[src/rtl/sd_cmd_pkg.sv]
// Shared encodings for the SD command-line PHY sequencer.
// Defining SD_CMD_RETRY_EN adds the RETRY state.
package sd_cmd_pkg;

    typedef enum logic [2:0] {
        S_RESET,
        S_IDLE,
        S_LOAD_COMMAND,
        S_SEND_COMMAND,
        S_WAIT_RESPONSE,
`ifdef SD_CMD_RETRY_EN
        S_RETRY,
`endif
        S_SEND_RESPONSE,
        S_WAIT_ACK
    } state_t;

    typedef enum logic [1:0] {
        RESP_NONE     = 2'd0,
        RESP_SHORT    = 2'd1,
        RESP_LONG     = 2'd2,
        RESP_LONG_ALT = 2'd3
    } resp_type_t;

    typedef enum logic [1:0] {
        ST_OK       = 2'd0,
        ST_TIMEOUT  = 2'd1,
        ST_ABORTED  = 2'd2,
        ST_RESERVED = 2'd3
    } status_t;

    typedef struct packed {
        logic pad_state;
        logic pad_enable;
        logic enable_pts;
        logic enable_stp;
        logic reset_wrapper;
    } pad_ctrl_t;

    // Wrapper control pattern that belongs to each state.
    function automatic pad_ctrl_t pad_ctrl(input state_t s);
        case (s)
            S_LOAD_COMMAND,
            S_SEND_COMMAND:  pad_ctrl = pad_ctrl_t'(5'b11100);
            S_WAIT_RESPONSE: pad_ctrl = pad_ctrl_t'(5'b01010);
            S_RESET,
            S_IDLE:          pad_ctrl = pad_ctrl_t'(5'b00001);
`ifdef SD_CMD_RETRY_EN
            S_RETRY:         pad_ctrl = pad_ctrl_t'(5'b00001);
`endif
            default:         pad_ctrl = pad_ctrl_t'(5'b00000);
        endcase
    endfunction

    function automatic logic is_long(input logic [1:0] resp_type);
        return resp_type[1];
    endfunction

endpackage

[src/rtl/sd_cmd_timeout_cnt.sv]
// Response timeout counter: clearable, enableable, saturates at TIMEOUT_CYC-1
// and flags that terminal value.
module sd_cmd_timeout_cnt
    import sd_cmd_pkg::*;
#(
    parameter int unsigned TIMEOUT_CYC = 64
) (
    input  logic sd_clock,
    input  logic reset,
    input  logic clear,
    input  logic enable,
    output logic terminal
);

    localparam int unsigned CNT_W = $clog2(TIMEOUT_CYC);
    localparam logic [CNT_W-1:0] LAST = CNT_W'(TIMEOUT_CYC - 1);

    logic [CNT_W-1:0] count;

    always_ff @(posedge sd_clock) begin
        if (reset || clear) begin
            count <= '0;
        end else if (enable && !terminal) begin
            count <= count + 1'b1;
        end
    end

    assign terminal = (count == LAST);

endmodule

[src/rtl/sd_cmd_phy_sequencer.sv]
// SD CMD-line sequencer: host strobe/ack handshake, PTS/STP wrapper control,
// response timeout; retry on timeout when SD_CMD_RETRY_EN is defined.
module sd_cmd_phy_sequencer
    import sd_cmd_pkg::*;
#(
    parameter int unsigned CMD_W       = 48,
    parameter int unsigned RESP_W      = 136,
    parameter int unsigned SHORT_W     = 48,
    parameter int unsigned TIMEOUT_CYC = 64,
    parameter int unsigned MAX_RETRY   = 2
) (
    input  logic              sd_clock,
    input  logic              reset,
    input  logic              strobe_in,
    input  logic              ack_in,
    input  logic              idle_in,
    input  logic [CMD_W-1:0]  cmd_in,
    input  logic [1:0]        resp_type_in,
    output logic              ack_out,
    output logic              strobe_out,
    output logic [RESP_W-1:0] response,
    output logic [1:0]        status,
    input  logic [RESP_W-1:0] pad_response,
    input  logic              transmission_complete,
    input  logic              reception_complete,
    output logic [CMD_W-1:0]  cmd_out,
    output logic              resp_long,
    output logic              reset_wrapper,
    output logic              pad_state,
    output logic              pad_enable,
    output logic              enable_pts_wrapper,
    output logic              enable_stp_wrapper
);

    if (TIMEOUT_CYC < 2 || SHORT_W > RESP_W || MAX_RETRY > 255) begin : g_param_check
        $error("sd_cmd_phy_sequencer: unsupported parameter set");
    end

    state_t     state;
    pad_ctrl_t  ctrl;
    logic [1:0] resp_type_q;
    logic       timeout;

`ifdef SD_CMD_RETRY_EN
    localparam int unsigned RETRY_W = $clog2(MAX_RETRY + 2);
    logic [RETRY_W-1:0] retry_cnt;
`endif

    sd_cmd_timeout_cnt #(
        .TIMEOUT_CYC(TIMEOUT_CYC)
    ) u_timeout (
        .sd_clock (sd_clock),
        .reset    (reset),
        .clear    (state != S_WAIT_RESPONSE),
        .enable   (state == S_WAIT_RESPONSE),
        .terminal (timeout)
    );

    assign {pad_state, pad_enable, enable_pts_wrapper, enable_stp_wrapper, reset_wrapper} = ctrl;
    assign ack_out = ack_in && (state == S_WAIT_ACK);

    always_ff @(posedge sd_clock) begin
        if (reset) begin
            state       <= S_RESET;
            ctrl        <= pad_ctrl(S_RESET);
            cmd_out     <= '0;
            resp_type_q <= RESP_NONE;
            resp_long   <= 1'b0;
            response    <= '0;
            status      <= ST_OK;
            strobe_out  <= 1'b0;
`ifdef SD_CMD_RETRY_EN
            retry_cnt   <= '0;
`endif
        end else if (idle_in) begin
            state      <= S_IDLE;
            ctrl       <= pad_ctrl(S_IDLE);
            response   <= '0;
            status     <= ST_OK;
            strobe_out <= 1'b0;
        end else begin
            strobe_out <= 1'b0;
            case (state)
                S_RESET: begin
                    state <= S_IDLE;
                    ctrl  <= pad_ctrl(S_IDLE);
                end
                S_IDLE: begin
                    if (strobe_in) begin
                        cmd_out     <= cmd_in;
                        resp_type_q <= resp_type_in;
                        resp_long   <= is_long(resp_type_in);
`ifdef SD_CMD_RETRY_EN
                        retry_cnt   <= '0;
`endif
                        state       <= S_LOAD_COMMAND;
                        ctrl        <= pad_ctrl(S_LOAD_COMMAND);
                    end
                end
                S_LOAD_COMMAND: begin
                    state <= S_SEND_COMMAND;
                    ctrl  <= pad_ctrl(S_SEND_COMMAND);
                end
                S_SEND_COMMAND: begin
                    if (transmission_complete) begin
                        if (resp_type_q != RESP_NONE) begin
                            state <= S_WAIT_RESPONSE;
                            ctrl  <= pad_ctrl(S_WAIT_RESPONSE);
                        end else begin
                            response   <= '0;
                            status     <= ST_OK;
                            strobe_out <= 1'b1;
                            state      <= S_SEND_RESPONSE;
                            ctrl       <= pad_ctrl(S_SEND_RESPONSE);
                        end
                    end
                end
                S_WAIT_RESPONSE: begin
                    // Reception is tested first so it beats a same-cycle timeout.
                    if (reception_complete) begin
                        response   <= resp_long ? pad_response
                                                : RESP_W'(pad_response[SHORT_W-1:0]);
                        status     <= ST_OK;
                        strobe_out <= 1'b1;
                        state      <= S_SEND_RESPONSE;
                        ctrl       <= pad_ctrl(S_SEND_RESPONSE);
                    end else if (timeout) begin
`ifdef SD_CMD_RETRY_EN
                        if (retry_cnt < RETRY_W'(MAX_RETRY)) begin
                            state <= S_RETRY;
                            ctrl  <= pad_ctrl(S_RETRY);
                        end else
`endif
                        begin
                            response   <= '0;
                            status     <= ST_TIMEOUT;
                            strobe_out <= 1'b1;
                            state      <= S_SEND_RESPONSE;
                            ctrl       <= pad_ctrl(S_SEND_RESPONSE);
                        end
                    end
                end
`ifdef SD_CMD_RETRY_EN
                S_RETRY: begin
                    retry_cnt <= retry_cnt + 1'b1;
                    state     <= S_LOAD_COMMAND;
                    ctrl      <= pad_ctrl(S_LOAD_COMMAND);
                end
`endif
                S_SEND_RESPONSE: begin
                    state <= S_WAIT_ACK;
                    ctrl  <= pad_ctrl(S_WAIT_ACK);
                end
                S_WAIT_ACK: begin
                    if (ack_in) begin
                        state <= S_IDLE;
                        ctrl  <= pad_ctrl(S_IDLE);
                    end
                end
                default: begin
                    state <= S_IDLE;
                    ctrl  <= pad_ctrl(S_IDLE);
                end
            endcase
        end
    end

endmodule

[config.mk]
export PLATFORM = sky130hd
export DESIGN_NAME = sd_cmd_phy_sequencer
export DESIGN_NICKNAME = d
export VERILOG_FILES = /design/src/rtl/sd_cmd_pkg.sv /design/src/rtl/sd_cmd_timeout_cnt.sv /design/src/rtl/sd_cmd_phy_sequencer.sv
export SDC_FILE = /design/constraint.sdc
export NUM_CORES = 1
export LEC_CHECK = 0
export CAP_MARGIN = 20
export CORE_AREA = 2 2 149 151
export DETAILED_ROUTE_END_ITERATION = 10
export DIE_AREA = 0 0 151 153
export GPL_TIMING_DRIVEN = 0
export PLACE_DENSITY = 0.78
export SYNTH_ARGS = -nofsm -noshare
export SYNTH_HDL_FRONTEND = slang
export SYNTH_HIERARCHICAL = 1
export SYNTH_SLANG_ARGS = --single-unit
[constraint.sdc]
create_clock -name sd_clock -period 2.8 [get_ports sd_clock]
set_input_delay 0.56 -clock sd_clock [delete_from_list [all_inputs] [get_ports sd_clock]]
set_output_delay 0.56 -clock sd_clock [all_outputs]
set_load 0.03 [all_outputs]
==> reports/results.txt <==
Share of layout cells above drive strength 1 -> 0.0734
Worst hold stages -> 2
Critical path cell sequence -> clkdlybuf4s50_1 > clkbuf_1 > nor2_1 > and3_1 > and2_1 > buf_4 > buf_6 > buf_2 > a22o_1
Number of synthesized flops with an enable pin -> 0
Synth unique cells -> 52
Drt drc -> 0
Final clock skew -> 7.48 ps
Hold Crit Class -> flop to flop
Initial Util -> 0.312
Max-slew headroom -> 0.464
Lkg Pwr -> 4.37 nW
Fin. max-slew vios -> 0
GRT overflow -> 0
Port-buffer cells -> 385
DP Area -> 10900 um2
Initial antenna violation count -> 2
Vias in the first global route -> 6331
Fmax achieved -> 395 MHz
Area growth from synthesis to layout -> 74.1%
Crit path max-delay cell type -> clkdlybuf4s50_1
Final period utilization -> 0.903
Max cap viols -> 0
YS warnings -> 6
Hold buffers post-CTS -> 0
Critical path class -> primary input to flop
CTS clk-pin slew, worst paths -> 60 ps
Clk sinks -> 201
Clock period minus worst slack -> 2530 ps
CP bufs+invs -> 5
DIE WIDTH -> 151 um
Longest Clk Path Bufs -> 3
I/O Pins -> 387
Post-Syn Nets -> 822
Vias per cell -> 4.80
Register share of total power -> 0.448
Post-synthesis adder-cell area fraction -> 0.00374
CP Capture Type -> flop
Post-Syn Area -> 6700 um2
Routed vias -> 6391
Largest family of logic cells by synthesized area -> compound AO/OA/AOI/OAI gates
Clock Latency Late Sink -> 490 ps
Pint -> 5.10 mW
Total Wirelength -> 23.2 mm
Worst-margin pin slew -> 802 ps
Setup Fix Bufs, Post-CTS -> 0
Total core area -> 21500 um2
Logic pwr share -> 0.095
Asr flop ratio synth -> 0
Worst path arrival time -> 2900 ps
Final #Nets -> 1230
Worst EP required -> 3170 ps
Final setup viols -> 0
CP Max Fanout -> 10
Height of the die -> 153 um
XOR/XNOR Fraction of Synth Area -> 0.00262
Total CTS buffers -> 22
Die ar. -> 23100 um2
Mapped Cells -> 627
Cell Rows -> 54
Hold Violations, Final -> 0
Largest net degree at the start of global routing -> 14
GRT Overall Usage -> 0.191
Count leader, synth -> dfxtp_1
Gpl congestion -> 0.829
Mux contribution to synthesized area -> 0.00448
Top cells by area, synth -> dfxtp_1, a22o_1, nand2_1, a21oi_1, buf_2
Commonest cells in the netlist -> dfxtp_1, a22o_1, nand2_1
Post-synthesis sequential area ratio -> 0.601
Worst path depth -> 9
Clk pwr share -> 0.457
Htree depth -> 1
Type of origin of the critical path -> primary input
Initial drt markers -> 225
Top_reg_cell synth -> dfxtp_1
Area fraction of the dominant cell type after synthesis -> 0.601
Largest stage delay on the critical path -> 560 ps
Biggest area consumer among synthesized cells -> dfxtp_1
Hpwl dp -> 17.6 mm
Cell area after layout -> 11700 um2
Post-synthesis area per instance -> 10.7 um2
Power, Total -> 6.51 mW
Final ANT Viol Nets -> 0
Pwr/cell area -> 559 nW/um2
Global-route wire length before repair -> 35.1 mm
Family with the most delay on the worst path -> buffers and inverters
CTS tree -> done
Reg2Reg Depth -> 8
Wire length per cell -> 17.4 um
Post-synthesis compound-gate area fraction -> 0.254
Layout fillers -> 1880
Fin util -> 0.543
Switching power total -> 1.42 mW
Unrepaired setup endpoints after global routing -> false
Post-Synth Simple-Gate Area -> 0.0884
DR pass1 iterations -> 4
Clk root buf -> clkbuf_16
#FFs+latches synth -> 201
Sw Share -> 0.217
Status -> finished clean
Max VDD drop -> 408 uV
routing by layer:
| metal | GRT usage | wire, um | vias to the layer above |
|---|---|---|---|
| li1 | - | - | 3099 |
| met1 | 0.216 | 9070 | 2961 |
| met2 | 0.333 | 11200 | 287 |
| met3 | 0.0657 | 2270 | 42 |
| met4 | 0.0632 | 618 | 2 |
| met5 | 0 | 12 | - |
layout make-up:
type | instances | area (um2) | share of cell area
Inverter | 8 | 30.0 | 0.00258
Buffer | 52 | 273 | 0.0234
Multi-Input combinational cell | 365 | 2370 | 0.203
Timing Repair Buffer | 385 | 3860 | 0.331
Clock buffer | 30 | 632 | 0.0542
Clock inverter | 8 | 115 | 0.00987
Sequential cell | 201 | 4020 | 0.345
Antenna cell | 2 | 5.00 | 0.000429
Tap cell | 280 | 350 | 0.0301
cells by family (layout without fill, tap and decap cells):
kind of cell | after synthesis | count (layout)
flops | 201 | 201
mux | 3 | 3
other cells | 1 | 3
xor+xnor | 2 | 2
buf+inv | 61 | 483
simple gates | 138 | 138
fa+ha+maj | 2 | 2
compound gates | 219 | 219
final timing paths:
kind | from | end | slack, ps
hold reg to reg | cmd_out[12] | cmd_out[12] | 450
setup / recovery | reset | response[51] | 270
setup reg to reg | u_timeout/count[0] | response[45] | 330
hold / removal | cmd_out[12] | cmd_out[12] | 450
timing repair:
item,CTS,global route
gates resized for setup,2,4
endpoints found under the setup margin,1,19
pin swaps,0,0
tightest hold or removal path, cell delays in order (launching register included):
cell     delay, ps
dfxtp_1        300
nand2_1         50
a21oi_1         50
stage by stage:
step                setup TNS (ps)  worst slack, ps  hold WS (ps)  std cells
global route                     0              112           469       1329
detailed placement          -32740             -419           446       1292
global placement            -36070             -418           440       1292
floorplan                        0              753           452        627
finish                           0              271           452       1331
CTS                              0             76.2           454       1330
power groups by stage:
stage | Sequential (mW) | Combinational (mW) | Clock [mW]
final | 2.91 | 0.622 | 2.98
after global routing | 2.92 | 0.666 | 3.16
after CTS | 2.91 | 0.625 | 3.04
after detailed placement | 2.98 | 0.619 | 0
after global placement | 2.98 | 0.615 | 0
after floorplan | 3.04 | 0.165 | 0
flip-flops by register name (all words and copies together), names as in the netlist:
name                count
status                  1
response              136
resp_type_q             1
u_timeout/count         6
enable_stp_wrapper      1
resp_long               1
reset_wrapper           1
cmd_out                48
strobe_out              1
state                   3
pad_state               1
pad_enable              1
cell usage in the layout, fill, tap and decap left out, types with 5 or more instances in the layout:
master           instances
clkdlybuf4s50_1        384
dfxtp_1                201
a22o_1                 136
nand2_1                108
a21oi_1                 54
buf_2                   23
clkbuf_16               23
clkbuf_1                19
inv_1                    8
buf_4                    8
nor2_1                   6
clkinv_2                 5
No activity file was read; power rests on OpenSTA's default activity.
